[config.mk]
export PLATFORM = sky130hd
export DESIGN_NAME = telemetry_framer
export DESIGN_NICKNAME = d
export VERILOG_FILES = /design/src/rtl/telemetry_pkg.sv /design/src/rtl/telemetry_framer_cmd_parser.sv /design/src/rtl/telemetry_framer.sv
export SDC_FILE = /design/constraint.sdc
export NUM_CORES = 1
export LEC_CHECK = 0
export CORE_UTILIZATION = 45
export CTS_BUF_LIST = sky130_fd_sc_hd__clkbuf_4
export CTS_CLUSTER_DIAMETER = 200
export DETAILED_ROUTE_END_ITERATION = 16
export PLACE_DENSITY = 0.68
export SYNTH_ARGS = -nofsm -noshare
export SYNTH_HDL_FRONTEND = slang
export SYNTH_SLANG_ARGS = --single-unit
[constraint.sdc]
create_clock -name CLOCK_50 -period 5.7 [get_ports CLOCK_50]
set_input_delay 1.14 -clock CLOCK_50 [delete_from_list [all_inputs] [get_ports CLOCK_50]]
set_output_delay 1.14 -clock CLOCK_50 [all_outputs]
set_load 0.03 [all_outputs]
[src/rtl/telemetry_pkg.sv]
// telemetry_pkg: constants, state encodings, snapshot layout and checksum
// shared by the telemetry framer and its command parser.
package telemetry_pkg;

  localparam logic [7:0] SYNC_TX   = 8'hA5;
  localparam logic [7:0] SYNC_RX   = 8'h5A;
  localparam int         FRAME_LEN = 6;

  typedef enum logic [2:0] {
    TX_IDLE,
    TX_LOAD,
    TX_STROBE,
    TX_WAIT_BUSY,
    TX_WAIT_IDLE
  } tx_state_t;

  typedef enum logic [1:0] {
    RX_HUNT,
    RX_VALUE,
    RX_CHECK
  } rx_state_t;

  typedef struct packed {
    logic [7:0] heart_rate;
    logic [7:0] speed;
    logic [9:0] angle;
    logic [3:0] flags;
  } snapshot_t;

  // 8-bit wrapping sum of the four payload bytes
  function automatic logic [7:0] checksum(input logic [7:0] b1,
                                          input logic [7:0] b2,
                                          input logic [7:0] b3,
                                          input logic [7:0] b4);
    logic [7:0] sum;
    sum = b1 + b2 + b3 + b4;
    return sum;
  endfunction

endpackage

[src/rtl/telemetry_framer_cmd_parser.sv]
// telemetry_cmd_parser: recognises 3-byte command frames {0x5A, v, ~v} and
// updates the heart-rate cap when v is acceptable.
//
//   state    | meaning
//   ---------+-----------------------------------------------
//   RX_HUNT  | waiting for the 0x5A sync byte
//   RX_VALUE | sync seen, next byte is the requested cap v
//   RX_CHECK | v latched, next byte must be ~v
module telemetry_cmd_parser
  import telemetry_pkg::*;
#(
  parameter int HEART_CAP_DEFAULT = 200,
  parameter int HEART_CAP_MIN     = 60,
  parameter int RX_TIMEOUT        = 500_000
) (
  input  logic       clk_i,
  input  logic       rst_i,
  input  logic       received_i,
  input  logic [7:0] rx_byte_i,
  output logic [7:0] heart_cap_o,
  output logic       cap_update_o
);

  localparam int             GW       = $clog2(RX_TIMEOUT);
  localparam logic [GW-1:0]  GAP_LAST = GW'(RX_TIMEOUT - 1);
  localparam logic [7:0]     CAP_DEF  = 8'(HEART_CAP_DEFAULT);
  localparam logic [7:0]     CAP_MIN  = 8'(HEART_CAP_MIN);

  rx_state_t      state_q;
  logic [7:0]     value_q;
  logic [7:0]     cap_q;
  logic           upd_q;
  logic [GW-1:0]  gap_q;

  // Parser FSM; gap_q counts idle cycles since the last byte of a frame and
  // the frame is abandoned once more than RX_TIMEOUT cycles separate strobes.
  always_ff @(posedge clk_i or posedge rst_i) begin
    if (rst_i) begin
      state_q <= RX_HUNT;
      value_q <= '0;
      cap_q   <= CAP_DEF;
      upd_q   <= 1'b0;
      gap_q   <= '0;
    end else begin
      upd_q <= 1'b0;
      case (state_q)
        RX_HUNT: begin
          gap_q <= '0;
          if (received_i && rx_byte_i == SYNC_RX) state_q <= RX_VALUE;
        end
        RX_VALUE: begin
          if (received_i) begin
            value_q <= rx_byte_i;
            gap_q   <= '0;
            state_q <= RX_CHECK;
          end else if (gap_q == GAP_LAST) begin
            state_q <= RX_HUNT;
          end else begin
            gap_q <= gap_q + 1'b1;
          end
        end
        RX_CHECK: begin
          if (received_i) begin
            gap_q <= '0;
            if (rx_byte_i == ~value_q) begin
              state_q <= RX_HUNT;
              if (value_q >= CAP_MIN && value_q != cap_q) begin
                cap_q <= value_q;
                upd_q <= 1'b1;
              end
            end else if (rx_byte_i == SYNC_RX) begin
              // A failed check byte that looks like sync starts a new frame
              state_q <= RX_VALUE;
            end else begin
              state_q <= RX_HUNT;
            end
          end else if (gap_q == GAP_LAST) begin
            state_q <= RX_HUNT;
          end else begin
            gap_q <= gap_q + 1'b1;
          end
        end
        default: state_q <= RX_HUNT;
      endcase
    end
  end

  assign heart_cap_o  = cap_q;
  assign cap_update_o = upd_q;

endmodule

[src/rtl/telemetry_framer.sv]
// telemetry_framer: every PERIOD_CYCLES snapshots the ride sensors and sends a
// 6-byte frame {A5, hr, speed, flags|angle_hi, angle_lo, checksum} through the
// UART transmit handshake. Build option TELEMETRY_RX_CMD_EN adds the command
// parser that lets the host rewrite heart_cap; without it heart_cap is fixed.
//
//   state        | meaning
//   -------------+-------------------------------------------------
//   TX_IDLE      | no frame in progress, waiting for the period tick
//   TX_LOAD      | present byte idx on tx_byte, wait for UART idle
//   TX_STROBE    | transmit high for this single cycle
//   TX_WAIT_BUSY | wait (max 4 cycles) for the UART to report busy
//   TX_WAIT_IDLE | wait for the UART to finish, then next byte
module telemetry_framer
  import telemetry_pkg::*;
#(
  parameter int PERIOD_CYCLES     = 5_000_000,
  parameter int HEART_CAP_DEFAULT = 200,
  parameter int HEART_CAP_MIN     = 60,
  parameter int RX_TIMEOUT        = 500_000
) (
  input  logic       CLOCK_50,
  input  logic       reset,
  input  logic [7:0] heart_rate,
  input  logic [7:0] speed,
  input  logic [9:0] resolved_angle,
  input  logic [3:0] flags,
  output logic       transmit,
  output logic [7:0] tx_byte,
  input  logic       is_transmitting,
  input  logic       received,
  input  logic [7:0] rx_byte,
  output logic [7:0] heart_cap,
  output logic       cap_update,
  output logic       frame_overrun
);

  localparam int            PW          = $clog2(PERIOD_CYCLES);
  localparam logic [PW-1:0] PERIOD_LAST = PW'(PERIOD_CYCLES - 1);
  localparam logic [2:0]    LAST_IDX    = 3'(FRAME_LEN - 1);
  localparam logic [1:0]    BUSY_LAST   = 2'd3;

  logic [PW-1:0] period_q, period_d;
  logic          tick;

  tx_state_t     state_q;
  logic [2:0]    idx_q;
  logic [1:0]    busy_cnt_q;
  snapshot_t     snap_q;
  logic [7:0]    tx_byte_q;
  logic          transmit_q;
  logic          overrun_q;
  logic [7:0]    byte_sel;

  // Free-running frame period: 0 .. PERIOD_CYCLES-1, tick on the wrap value
  always_comb begin
    tick     = (period_q == PERIOD_LAST);
    period_d = tick ? '0 : period_q + 1'b1;
  end

  // Period counter register
  always_ff @(posedge CLOCK_50 or posedge reset) begin
    if (reset) period_q <= '0;
    else       period_q <= period_d;
  end

  // Frame byte for the current index, built from the captured snapshot
  always_comb begin
    case (idx_q)
      3'd0:    byte_sel = SYNC_TX;
      3'd1:    byte_sel = snap_q.heart_rate;
      3'd2:    byte_sel = snap_q.speed;
      3'd3:    byte_sel = {snap_q.flags, 2'b00, snap_q.angle[9:8]};
      3'd4:    byte_sel = snap_q.angle[7:0];
      default: byte_sel = checksum(snap_q.heart_rate, snap_q.speed,
                                   {snap_q.flags, 2'b00, snap_q.angle[9:8]},
                                   snap_q.angle[7:0]);
    endcase
  end

  // TX FSM with registered transmit/tx_byte/overrun outputs
  always_ff @(posedge CLOCK_50 or posedge reset) begin
    if (reset) begin
      state_q    <= TX_IDLE;
      idx_q      <= '0;
      busy_cnt_q <= '0;
      snap_q     <= '0;
      tx_byte_q  <= '0;
      transmit_q <= 1'b0;
      overrun_q  <= 1'b0;
    end else begin
      transmit_q <= 1'b0;
      overrun_q  <= tick && (state_q != TX_IDLE);
      case (state_q)
        TX_IDLE: begin
          if (tick) begin
            snap_q  <= '{heart_rate: heart_rate, speed: speed,
                         angle: resolved_angle, flags: flags};
            idx_q   <= '0;
            state_q <= TX_LOAD;
          end
        end
        TX_LOAD: begin
          tx_byte_q <= byte_sel;
          if (!is_transmitting) begin
            transmit_q <= 1'b1;
            state_q    <= TX_STROBE;
          end
        end
        TX_STROBE: begin
          busy_cnt_q <= '0;
          state_q    <= TX_WAIT_BUSY;
        end
        TX_WAIT_BUSY: begin
          if (is_transmitting) begin
            state_q <= TX_WAIT_IDLE;
          end else if (busy_cnt_q == BUSY_LAST) begin
            // UART never acknowledged: treat the byte as sent
            if (idx_q == LAST_IDX) begin
              state_q <= TX_IDLE;
            end else begin
              idx_q   <= idx_q + 1'b1;
              state_q <= TX_LOAD;
            end
          end else begin
            busy_cnt_q <= busy_cnt_q + 1'b1;
          end
        end
        TX_WAIT_IDLE: begin
          if (!is_transmitting) begin
            if (idx_q == LAST_IDX) begin
              state_q <= TX_IDLE;
            end else begin
              idx_q   <= idx_q + 1'b1;
              state_q <= TX_LOAD;
            end
          end
        end
        default: state_q <= TX_IDLE;
      endcase
    end
  end

  assign transmit      = transmit_q;
  assign tx_byte       = tx_byte_q;
  assign frame_overrun = overrun_q;

`ifdef TELEMETRY_RX_CMD_EN
  telemetry_cmd_parser #(
    .HEART_CAP_DEFAULT (HEART_CAP_DEFAULT),
    .HEART_CAP_MIN     (HEART_CAP_MIN),
    .RX_TIMEOUT        (RX_TIMEOUT)
  ) u_cmd_parser (
    .clk_i        (CLOCK_50),
    .rst_i        (reset),
    .received_i   (received),
    .rx_byte_i    (rx_byte),
    .heart_cap_o  (heart_cap),
    .cap_update_o (cap_update)
  );
`else
  logic unused_rx;
  assign unused_rx  = ^{received, rx_byte, 32'(HEART_CAP_MIN), 32'(RX_TIMEOUT)};
  assign heart_cap  = 8'(HEART_CAP_DEFAULT);
  assign cap_update = 1'b0;
`endif

endmodule
[Word level (Yosys, flattened, before mapping)]
Cells that the tools add are included.
Storage, ports and cells
  register bits: 71
  input bits: 42
  output and inout port bits: 19
  word-level logic and storage cells: 65
Operators by class
  add/subtract/negate cells: 6
  eq/ne operators: 18
  muxes and demuxes: 20
  reductions and logical operators: 10
Operators with widths (count)
  case mux 8 bit (5 select lines): 1
  2-to-1 mux 3 bit: 10
  adder 8 bit: 3
  adder 23 x 1 -> 23 bit, second input constant: 1
  equality test 23 bit, second input constant: 1
  2-to-1 mux 23 bit: 1
  case mux 3 bit (5 select lines): 1
  equality test 3 x 2 -> 1 bit, second input constant: 4
  inequality test 2 bit, second input constant: 6
  equality test 3 bit, second input constant: 3
  case mux 3 bit (3 select lines): 1
  equality test 3 x 1 -> 1 bit, second input constant: 2
  logical NOT 3 bit: 2
  nonzero test 3 bit: 2
  AND reduction 5 bit: 1
  2-to-1 mux 2 bit: 2
  case mux 2 bit (2 select lines): 1
  AND reduction 4 bit: 1
  adder 3 x 1 -> 3 bit, second input constant: 1
  2-to-1 mux 1 bit: 3
  inequality test 3 bit, second input constant: 1
  AND reduction 3 bit: 1
  adder 2 x 1 -> 2 bit, second input constant: 1
  equality test 2 bit, second input constant: 1
  other kinds (3): 3

[Logic depth before layout (Yosys ltp)]
Gate-level depths: netlist (run 1).
  depth after elaboration: 5
  mapped depth: 11

[Worst setup path after synthesis (run 1)]
OpenSTA, ideal clock, no wires.
  kind: register to register
  from: reg snap_q[5] (netlist name)
  to: reg tx_byte_q[7] (netlist: tx_byte[7])
  arrival: 2.786 ns
  setup slack: 2.819 ns
  stages on the path, launching flop included: 12
  buffers on the path: 0
  period minus slack after synthesis: 2.881 ns
  cell sequence: dfrtp_1 -> inv_1 -> fa_1 -> fa_1 -> inv_1 -> ha_1 -> fa_1 -> a211oi_1 -> o21bai_1 -> a21oi_1 -> nor3_1 -> o31ai_1
Between the ends
  longest elaborated chain between the ends: 2
Ends and longest elaborated chain
  from (decl): RTL line telemetry_framer.sv:48  | snapshot_t snap_q;
  from (signal assigned): RTL line telemetry_framer.sv:96  | snap_q <= '{heart_rate: heart_rate, speed: speed,
  adder 8 bit: RTL line telemetry_pkg.sv:36  | sum = b1 + b2 + b3 + b4;
  case mux 8 bit (5 select lines): RTL line telemetry_framer.sv:68  | case (idx_q)
  to (signal assigned): RTL line telemetry_framer.sv:103  | tx_byte_q <= byte_sel;
  to (decl): RTL line telemetry_framer.sv:49  | logic [7:0] tx_byte_q;
No other way between the ends.
A chain may end at the register's enable or synchronous reset.

[Worst setup path after layout (run 1)]
Ends and elaborated chain as after synthesis.

==> results of run 1 <==
-- sequential cells by signal (all words and copies together) (netlist names) --
name / flops
busy_cnt_q: 2
idx_q: 3
tx_byte: 8
snap_q: 30
frame_overrun: 1
period_q: 23
transmit: 1
state_q: 3
-- critical path: stages (launching register included) --
cell and delay (ps):
dfrtp_1 410, inv_1 80, fa_1 500, fa_1 510
inv_1 40, ha_1 210, fa_1 420, a211oi_1 250
o21bai_1 110, a21oi_1 170, nor3_1 60, o31ai_1 240
-- routing by layer --
layer | global-route usage | vias up | wire (um)
met2 | 0.307 | 57 | 3960
met5 | 0 | - | 0
li1 | - | 1380 | -
met4 | 0.0597 | 0 | 87
met1 | 0.249 | 1370 | 4010
met3 | 0.0638 | 8 | 364
-- synthesized netlist by cell type (all sizes together), types with 2 or more instances --
master | number | share of area
clkbuf | 5 | 0.0045
a222oi | 2 | 0.0048
a41oi | 2 | 0.0042
o21ai | 14 | 0.017
nand3 | 15 | 0.021
nor2b | 3 | 0.0045
o22ai | 2 | 0.0030
nor2 | 24 | 0.023
a22oi | 3 | 0.0053
nand2 | 27 | 0.024
ha | 16 | 0.048
dfrtp | 71 | 0.42
nor4b | 3 | 0.0062
nor3 | 8 | 0.011
and4 | 3 | 0.0062
and3 | 6 | 0.010
a32oi | 4 | 0.0083
xnor2 | 21 | 0.044
inv | 41 | 0.037
conb | 2 | 0.0018
fa | 12 | 0.057
buf | 14 | 0.033
a21o | 3 | 0.0053
mux2 | 33 | 0.11
nand4 | 5 | 0.0074
a21oi | 9 | 0.011
a221oi | 3 | 0.0062
o21bai | 2 | 0.0036
nor4 | 4 | 0.0059
xor2 | 9 | 0.019
and2 | 4 | 0.0059
-- metrics by stage --
| stage | worst slack [ps] | std cells | utilization | total power [mW] | hold WS [ps] |
|---|---|---|---|---|---|
| after floorplan | 2760 | 391 | - | 0.914 | 424 |
| final | 2610 | 539 | 0.541 | 1.43 | 463 |
| after CTS | 2610 | 539 | 0.541 | 1.45 | 465 |
| after global routing | 2480 | 539 | 0.541 | 1.52 | 493 |
| after global placement | 2660 | 523 | 0.523 | 1.07 | 435 |
| after detailed placement | 2640 | 523 | 0.523 | 1.08 | 449 |
-- cells in the final DEF (no fill, tap or decap), types with 4 or more instances in the layout --
master	instances
a21oi_1	9
a32oi_1	4
and3_1	4
clkbuf_4	9
clkdlybuf4s50_1	42
conb_1	9
dfrtp_1	71
fa_1	12
ha_1	16
inv_1	40
mux2_4	30
nand2_1	27
nand3_1	14
nand4_1	5
nor2_1	23
nor3_1	6
nor4_1	4
o21ai_0	13
xnor2_1	21
xor2_1	9
-- power groups by stage --
stage | Combinational [mW] | Sequential [mW] | Clock, mW
6_report | 0.464 | 0.607 | 0.362
5_1_grt | 0.509 | 0.615 | 0.394
4_1_cts | 0.466 | 0.608 | 0.374
3_5_place_dp | 0.463 | 0.619 | 0
3_3_place_gp | 0.455 | 0.616 | 0
2_1_floorplan | 0.265 | 0.649 | 0
-- how the worst max path moves through the flow --
stage,to,cells past startpoint
after floorplan,busy_cnt_q[0],1
after global placement,tx_byte[7],11
after detailed placement,tx_byte[7],11
after CTS,tx_byte[7],11
after global routing,tx_byte[7],11
final,tx_byte[7],11
-- cell type report --
type                    count  area, sq um  share of cell area
multi-input cells         260         2160               0.449
flip-flops and latches     71         1780               0.370
repair buffers             43          428              0.0890
inverters                  41          154              0.0320
well taps                 108          135              0.0281
clock inverters             7         87.6              0.0182
clock buffers               9         67.6              0.0141
-- cell families (layout without fill, tap and decap cells) --
family | count (synthesis) | count (layout) | synth area share
compound gates | 52 | 52 | 0.0832
xor+xnor | 30 | 30 | 0.0624
fa+ha+maj | 28 | 28 | 0.105
buf+inv | 60 | 100 | 0.0737
flops | 71 | 71 | 0.422
mux | 34 | 34 | 0.117
other cells | 2 | 9 | 0.00178
simple gates | 107 | 107 | 0.135
==> metrics.csv, run 1 <==
stage,metric,value,unit
logic_synthesis,synth_cell_types,56,
setup_path,worst-setup-path-type,reg2reg,
finish,fin_nets,496,
floorplan,rows,34,
global_route,grt_overflow,0,
logic_synthesis,synthFlopType,dfrtp_1,
hold_path,hold-path-cell-count,1,
global_route,grt_pass1_vias,2980,
logic_synthesis,avgSynthCellArea,11.0,sq um
clocking,cts_resized,0,
clocking,cts_buffer_depth,2,
setup_path,crit_path_start,snap_q[5],
timing,hold_viol_final,0,
logic_synthesis,netlist_instances,384,
logic_synthesis,yosysSeqAreaShare,0.422,
placement,place_area,4650,sq um
clocking,clock-sinks,71,
pwr,pwr-share-seq,0.424,
floorplan,core_area,8890,sq um
detailed_routing,drtAntennaViolNets,0,
finish,area_delta_synth_final,14.1,%
timing,fin_setup_tns,0,ps
pwr,swShare,0.367,
finish,antenna_cells,0,
global_route,grt_first_pass_wirelength,14.4,mm
timing,worstMarginPinSlew,1010,ps
timing,setup_viol,0,
floorplan,die_x,98.8,um
pwr,clkPwrFrac,0.252,
global_route,grt_max_degree,50,
logic_synthesis,synth-seq-cells,71,
pwr,comb_power_share,0.324,
placement,io_buffers,42,
logic_synthesis,syn_area,4210,sq um
setup_path,start_kind,flop,
global_route,groute.usage.overall,0.193,
setup_path,r2r-end,tx_byte[7],
clocking,cts_made_buffers,9,
pwr,cellPowerDensity,298,nW/um^2
clocking,clockRootBuffer,clkbuf_4,
floorplan,initial_utilization,0.474,
clocking,htreeDepth,3,
run,cap_violations,0,
setup_path,critPathCaptureType,flop,
hold_path,holdCritStartpoint,period_q[0],
detailed_routing,drc,0,
pwr,leakagePower,2.18,nW
clocking,cts.reportedPaths.clkPinSlew,120,ps
run_status,status,"complete, no violations",
timing,fin_worst_skew,21.0,ps
detailed_routing,drtIter0Drc,184,
detailed_routing,vias,2815,
floorplan,die_h,98.8,um
clocking,ctsHoldBuffers,0,
pwr,switchingPower,525,uW
floorplan,die_area,9750,sq um
hold_path,holdPathEnd,period_q[0],
clocking,clk_latency,450,ps
detailed_routing,postRouteWirelength,8.42,mm
detailed_routing,vias_per_cell,5.22,
floorplan,io_pins,61,
setup_path,cp_data_arrival_time,3450,ps
detailed_routing,wl_per_cell,15.6,um
logic_synthesis,yosys_warnings,0,
finish,final_area,4810,sq um
global_route,antenna_found_initial,0,
timing,rsz0062_at_grt,false,
pwr,power.internal,908,uW
timing,max_freq,324,MHz
setup_path,crit_fanout,3,
finish,nFillCells,782,
placement,hpwlAfterDp,6.00,mm
placement,place_congestion,0.817,
logic_synthesis,synth_edf_count,0,
detailed_routing,firstDrtPassIters,4,
setup_path,rrSetupSlack,2610,ps
clocking,cts_tree,done,
timing,period_share,0.542,
setup_path,worstRegToRegCells,11,
timing,finalCriticalPeriod,3090,ps
hold_path,min_path_type,reg2reg,
logic_synthesis,synthArstFlopShare,1.00,
setup_path,r2r-start,snap_q[5],
timing,relSlewSlack,0.325,
clocking,post_cts_buffers,0,
timing,report.final.slew_viol_count,0,
pwr,vdd_drop_max,0.131,mV
finish,drive_gt1_frac,0.123,
setup_path,crit_required,6060,ps
No activity file was read; power rests on OpenSTA's default activity.
==> run 2: changes to the inputs <==
==> constraint.sdc (replaced) <==
create_clock -name CLOCK_50 -period 3 [get_ports CLOCK_50]
set_input_delay 0.6 -clock CLOCK_50 [delete_from_list [all_inputs] [get_ports CLOCK_50]]
set_output_delay 0.6 -clock CLOCK_50 [all_outputs]
set_load 0.03 [all_outputs]
==> run 2 against run 1 <==
Net effect:
- clock power is 42% higher
- clock skew is 9.3 ps lower
- first-iteration DRC count is 2.2% higher
- via count is 4.4% higher
- cell area is 0.73% higher
- largest power group unchanged
- largest cell class unchanged
- total power is 79% higher
- sequential share of layout area is 0.27 points lower
==> metrics.csv, run 2 (synthesized netlist as in run 1, its figures left out) <==
stage,metric,value,unit,change
run_status,status,"complete, no violations",,unchanged
timing,report.final.slew_viol_count,0,,unchanged
pwr,cellPowerDensity,531,nW/um^2,was 298 nW/um^2
placement,io_buffers,42,,unchanged
finish,seq_area,1780,sq um,unchanged
finish,drive_gt1_frac,0.150,,was 0.123
detailed_routing,drtIter0Drc,188,,was 184
finish,final_cell_mix,"dfrtp_1, clkdlybuf4s50_1, inv_1, mux2_4, nand2_1",,unchanged
floorplan,rows,34,,unchanged
global_route,grt_first_pass_wirelength,15.2,mm,was 14.4 mm
clocking,clock-sinks,71,,unchanged
floorplan,die_area,9750,sq um,unchanged
floorplan,die_h,98.8,um,unchanged
global_route,antenna_found_initial,0,,unchanged
global_route,grt_pass1_vias,3118,,was 2980
detailed_routing,top_layer,met4,,unchanged
pwr,total_power,2.57,mW,was 1.43 mW
timing,finalCriticalPeriod,2900,ps,was 3090 ps
timing,worstMarginPinSlew,599,ps,was 1010 ps
pwr,leakagePower,2.21,nW,was 2.18 nW
finish,area_delta_synth_final,14.9,%,was 14.1%
placement,hpwlAfterDp,6.14,mm,was 6.00 mm
run,cap_violations,0,,unchanged
setup_path,crit_fanout,3,,unchanged
finish,regMostFlops,snap_q,,unchanged
timing,setup_viol,0,,unchanged
setup_path,critPathCaptureType,flop,,unchanged
global_route,grt_overflow,0,,unchanged
detailed_routing,wl_met1,3.97,mm,was 4.01 mm
timing,fin_worst_skew,11.8,ps,was 21.0 ps
setup_path,crit_required,3360,ps,was 6060 ps
timing,rsz0062_at_grt,false,,unchanged
floorplan,core_area,8890,sq um,unchanged
setup_path,cp_data_arrival_time,3260,ps,was 3450 ps
finish,largest_register_ffs,30,,unchanged
pwr,vdd_drop_max,0.252,mV,was 0.131 mV
floorplan,die_x,98.8,um,unchanged
global_route,groute.usage.overall,0.200,,was 0.193
timing,max_freq,345,MHz,was 324 MHz
clocking,cts_tree,done,,unchanged
setup_path,r2r-end,tx_byte[7],,unchanged
finish,post-route-util,0.544,,was 0.541
detailed_routing,postRouteWirelength,8.69,mm,was 8.42 mm
clocking,clockRootBuffer,clkbuf_4,,unchanged
setup_path,worstRegToRegCells,11,,unchanged
timing,hold_viol_final,0,,unchanged
clocking,cts_buffer_depth,2,,unchanged
hold_path,min_path_type,in2async,,was reg2reg
timing,relSlewSlack,0.601,,was 0.325
finish,antenna_cells,0,,unchanged
finish,multi_input_area,2170,sq um,was 2160 sq um
setup_path,r2r-start,snap_q[5],,unchanged
clocking,cts_made_buffers,9,,unchanged
timing,period_share,0.967,,was 0.542
clocking,cts.reportedPaths.clkPinSlew,120,ps,about the same
floorplan,initial_utilization,0.474,,unchanged
detailed_routing,drc,0,,unchanged
setup_path,start_kind,flop,,unchanged
finish,nFillCells,812,,was 782
detailed_routing,routed-wl-met3,376,um,was 364 um
detailed_routing,vias,2938,,was 2815
detailed_routing,vias_per_cell,5.37,,was 5.22
detailed_routing,firstDrtPassIters,4,,unchanged
detailed_routing,drtAntennaViolNets,0,,unchanged
setup_path,rrSetupSlack,100,ps,was 2610 ps
clocking,htreeDepth,3,,unchanged
clocking,clk_latency,440,ps,was 450 ps
finish,fin_nets,505,,was 496
floorplan,io_pins,61,,unchanged
setup_path,worst-setup-path-type,reg2reg,,unchanged
global_route,grt_max_degree,56,,was 50
detailed_routing,wl_per_cell,15.9,um,was 15.6 um
detailed_routing,wl_met2,4.18,mm,was 3.96 mm
placement,place_congestion,0.842,,was 0.817
finish,layout_commonest_cell,dfrtp_1,,unchanged
[run 2: worst max-delay path: stages (launching register included)]
cell and delay, ps:
dfrtp_1 360, inv_1 60, fa_1 510, fa_1 500
inv_1 50, ha_2 190, fa_2 390, a211oi_2 200
o21bai_1 110, a21oi_2 170, nor3_1 60, o31ai_1 220
[run 2: what timing repair did]
item | 4_1_cts | 5_1_grt
endpoints found under the setup margin | 1 | 2
buffers inserted | 0 | 2
resized for setup | 2 | 4
pin swaps | 1 | 7
hold buffers | 0 | 0
[run 2: how the worst max path moves through the flow]
stage,cells past startpoint,from,slack [ps],to
floorplan,11,snap_q[5],120,tx_byte[7]
detailed placement,11,snap_q[13],-70,tx_byte[7]
global placement,11,snap_q[5],40,tx_byte[7]
CTS,11,snap_q[13],9,tx_byte[7]
finish,11,snap_q[5],100,tx_byte[7]
global route,11,snap_q[13],10,tx_byte[7]
[run 2: power breakdown]
group | switching (mW) | internal (mW) | leakage (nW)
Clock | 0.345 | 0.168 | 0.0595
Combinational | 0.550 | 0.350 | 1.19
Sequential | 0.101 | 1.06 | 0.956
Total | 0.996 | 1.57 | 2.21
[run 2: stage by stage]
| stage | setup TNS, ps | instance area (sq um) | instances | hold WS [ps] | setup WS [ps] |
|---|---|---|---|---|---|
| after floorplan | 0 | 4240 | 391 | 424 | 119 |
| after global placement | 0 | 4710 | 530 | 435 | 40.3 |
| after detailed placement | -71.9 | 4710 | 530 | 448 | -71.9 |
| after CTS | 0 | 4820 | 545 | 432 | 8.95 |
| after global routing | 0 | 4840 | 547 | 466 | 11.6 |
| final | 0 | 4840 | 547 | 445 | 98.9 |
[run 2: layout make-up]
class	instances	share of cell area
Clock buffer	10	0.0155
Clock inverter	5	0.00543
Inverter	41	0.0318
Multi-Input combinational cell	260	0.447
Sequential cell	71	0.367
Tap cell	108	0.0279
Timing Repair Buffer	52	0.105
[run 2: routing by layer]
metal	vias up	global-route usage
li1	1399	-
met1	1463	0.265
met3	15	0.0518
met5	-	0
met2	61	0.318
met4	0	0.0723
==> run 3: changes to the inputs <==
--- a/config.mk
+++ b/config.mk
@@ -5,6 +5,7 @@
 export SDC_FILE = /design/constraint.sdc
 export NUM_CORES = 1
 export LEC_CHECK = 0
+export CAP_MARGIN = 20
 export CORE_UTILIZATION = 45
 export CTS_BUF_LIST = sky130_fd_sc_hd__clkbuf_4
 export CTS_CLUSTER_DIAMETER = 200
==> constraint.sdc (replaced) <==
create_clock -name CLOCK_50 -period 3.4 [get_ports CLOCK_50]
set_input_delay 0.68 -clock CLOCK_50 [delete_from_list [all_inputs] [get_ports CLOCK_50]]
set_output_delay 0.68 -clock CLOCK_50 [all_outputs]
set_load 0.03 [all_outputs]
==> run 3 against run 2 <==
Net effect:
- sequential power fell by 12%
- non-clock buffer count fell by 8
- combinational power fell by 13%
- clock-buffer cell count did not move
- die area did not move
- highest routed layer unchanged
- fmax fell by 5.9%
==> metrics.csv, run 3 (synthesized netlist as in run 1, its figures left out) <==
stage,metric,value,unit,change
pwr,total_power,2.31,mW,was 2.57 mW
detailed_routing,postRouteWirelength,8.50,mm,was 8.69 mm
detailed_routing,wl_per_cell,15.8,um,was 15.9 um
timing,relSlewSlack,0.364,,was 0.601
run,cap_violations,0,,unchanged
setup_path,r2r-end,tx_byte[7],,unchanged
finish,largest_register_ffs,30,,unchanged
hold_path,holdCritStartpoint,period_q[0],,
detailed_routing,vias_per_cell,5.40,,was 5.37
timing,worstMarginPinSlew,947,ps,was 599 ps
finish,post-route-util,0.537,,was 0.544
timing,period_share,0.907,,was 0.967
setup_path,cp_data_arrival_time,3410,ps,was 3260 ps
clocking,cts_made_buffers,9,,unchanged
timing,hold_viol_final,0,,unchanged
timing,holdWs,459,ps,was 445 ps
detailed_routing,drc,0,,unchanged
timing,max_freq,324,MHz,was 345 MHz
finish,fin_nets,497,,was 505
setup_path,crit_fanout,3,,unchanged
setup_path,rrSetupSlack,320,ps,was 100 ps
clocking,clk_latency,410,ps,was 440 ps
floorplan,die_x,98.8,um,unchanged
finish,nFillCells,797,,was 812
floorplan,die_h,98.8,um,unchanged
timing,setup_viol,0,,unchanged
timing,setup_ws,317,ps,was 98.9 ps
placement,place_ws,322,ps,was -71.9 ps
clocking,clockRootBuffer,clkbuf_4,,unchanged
finish,antenna_cells,0,,unchanged
clocking,clock-sinks,71,,unchanged
clocking,cts_buffer_depth,2,,unchanged
global_route,groute.usage.overall,0.196,,was 0.200
floorplan,die_area,9750,sq um,unchanged
setup_path,worst-setup-path-type,reg2reg,,unchanged
pwr,vdd_drop_max,0.201,mV,was 0.252 mV
global_route,antenna_found_initial,0,,unchanged
timing,report.final.slew_viol_count,0,,unchanged
timing,finalCriticalPeriod,3080,ps,was 2900 ps
hold_path,min_path_type,reg2reg,,was in2async
setup_path,r2r-start,snap_q[5],,unchanged
floorplan,io_pins,61,,unchanged
global_route,grt_first_pass_wirelength,14.9,mm,was 15.2 mm
timing,rsz0062_at_grt,false,,unchanged
pwr,leakagePower,2.17,nW,was 2.21 nW
clocking,ctsHoldBuffers,0,,unchanged
setup_path,start_kind,flop,,unchanged
clocking,cts_resized,0,,was 2
detailed_routing,firstDrtPassIters,4,,unchanged
placement,io_buffers,42,,unchanged
finish,regMostFlops,snap_q,,unchanged
hold_path,holdPathEnd,period_q[0],,
finish,final_cell_mix,"dfrtp_1, clkdlybuf4s50_1, inv_1, mux2_4, nand2_1",,unchanged
clocking,cts_tree,done,,unchanged
pwr,cellPowerDensity,483,nW/um^2,was 531 nW/um^2
setup_path,crit_required,3730,ps,was 3360 ps
clocking,cts.reportedPaths.clkPinSlew,100,ps,was 120 ps
clocking,htreeDepth,3,,unchanged
setup_path,critPathCaptureType,flop,,unchanged
placement,place_congestion,0.835,,was 0.842
timing,fin_worst_skew,12.1,ps,was 11.8 ps
finish,drive_gt1_frac,0.121,,was 0.150
floorplan,initial_utilization,0.474,,unchanged
global_route,grt_overflow,0,,unchanged
detailed_routing,drtAntennaViolNets,0,,unchanged
hold_path,hold-path-cell-count,1,,
finish,layout_commonest_cell,dfrtp_1,,unchanged
placement,hpwlAfterDp,6.05,mm,was 6.14 mm
clocking,post_cts_buffers,0,,unchanged
global_route,grt_pass1_vias,2985,,was 3118
detailed_routing,vias,2909,,was 2938
finish,area_delta_synth_final,13.4,%,was 14.9%
detailed_routing,drtIter0Drc,137,,was 188
global_route,grt_max_degree,72,,was 56
run_status,status,"complete, no violations",,unchanged
setup_path,worstRegToRegCells,11,,unchanged
timing,fin_setup_tns,0,ps,unchanged
floorplan,rows,34,,unchanged
floorplan,core_area,8890,sq um,unchanged
[run 3: final cells by class]
type	count	area (sq um)	area share
Inverter	41	154	0.0322
Tap cell	108	135	0.0283
Clock buffer	10	75.1	0.0157
Timing Repair Buffer	44	435	0.0911
Clock inverter	5	50.0	0.0105
Sequential cell	71	1780	0.372
Multi-Input combinational cell	260	2150	0.450
[run 3: power breakdown]
part | internal [mW] | switching [mW] | leakage (nW) | total [mW]
clock | 0.223 | 0.282 | 0.0673 | 0.505
sequential | 0.932 | 0.0885 | 0.956 | 1.02
combinational | 0.300 | 0.481 | 1.15 | 0.780
[run 3: worst max-delay path, stage by stage, from the launching register on]
cell      delay (ps)
dfrtp_1          390
inv_1             70
fa_1             500
fa_1             510
inv_1             40
ha_1             210
fa_1             420
a211oi_1         250
o21bai_1         110
a21oi_1          200
nor3_1            60
o31ai_1          220
[run 3: metal layers]
layer	vias up	GRT usage	share of wire
met5	-	0	0
met4	0	0.0608	0.0092
met3	7	0.0468	0.038
met2	67	0.322	0.48
met1	1448	0.258	0.47
li1	1387	-	-
[run 3: metrics by stage]
stage               instances  area [sq um]
floorplan                 391          4240
global placement          524          4650
detailed placement        524          4650
CTS                       539          4780
global route              539          4780
finish                    539          4780
[run 3: worst max-delay path by stage]
| stage | from | to | slack, ps | depth (start not counted) |
|---|---|---|---|---|
| final | snap_q[5] | tx_byte[7] | 320 | 11 |
| after detailed placement | snap_q[5] | tx_byte[7] | 320 | 11 |
| after global routing | snap_q[5] | tx_byte[7] | 120 | 11 |
| after CTS | snap_q[5] | tx_byte[7] | 300 | 11 |
| after floorplan | snap_q[5] | tx_byte[7] | 520 | 11 |
| after global placement | snap_q[5] | tx_byte[7] | 380 | 11 |
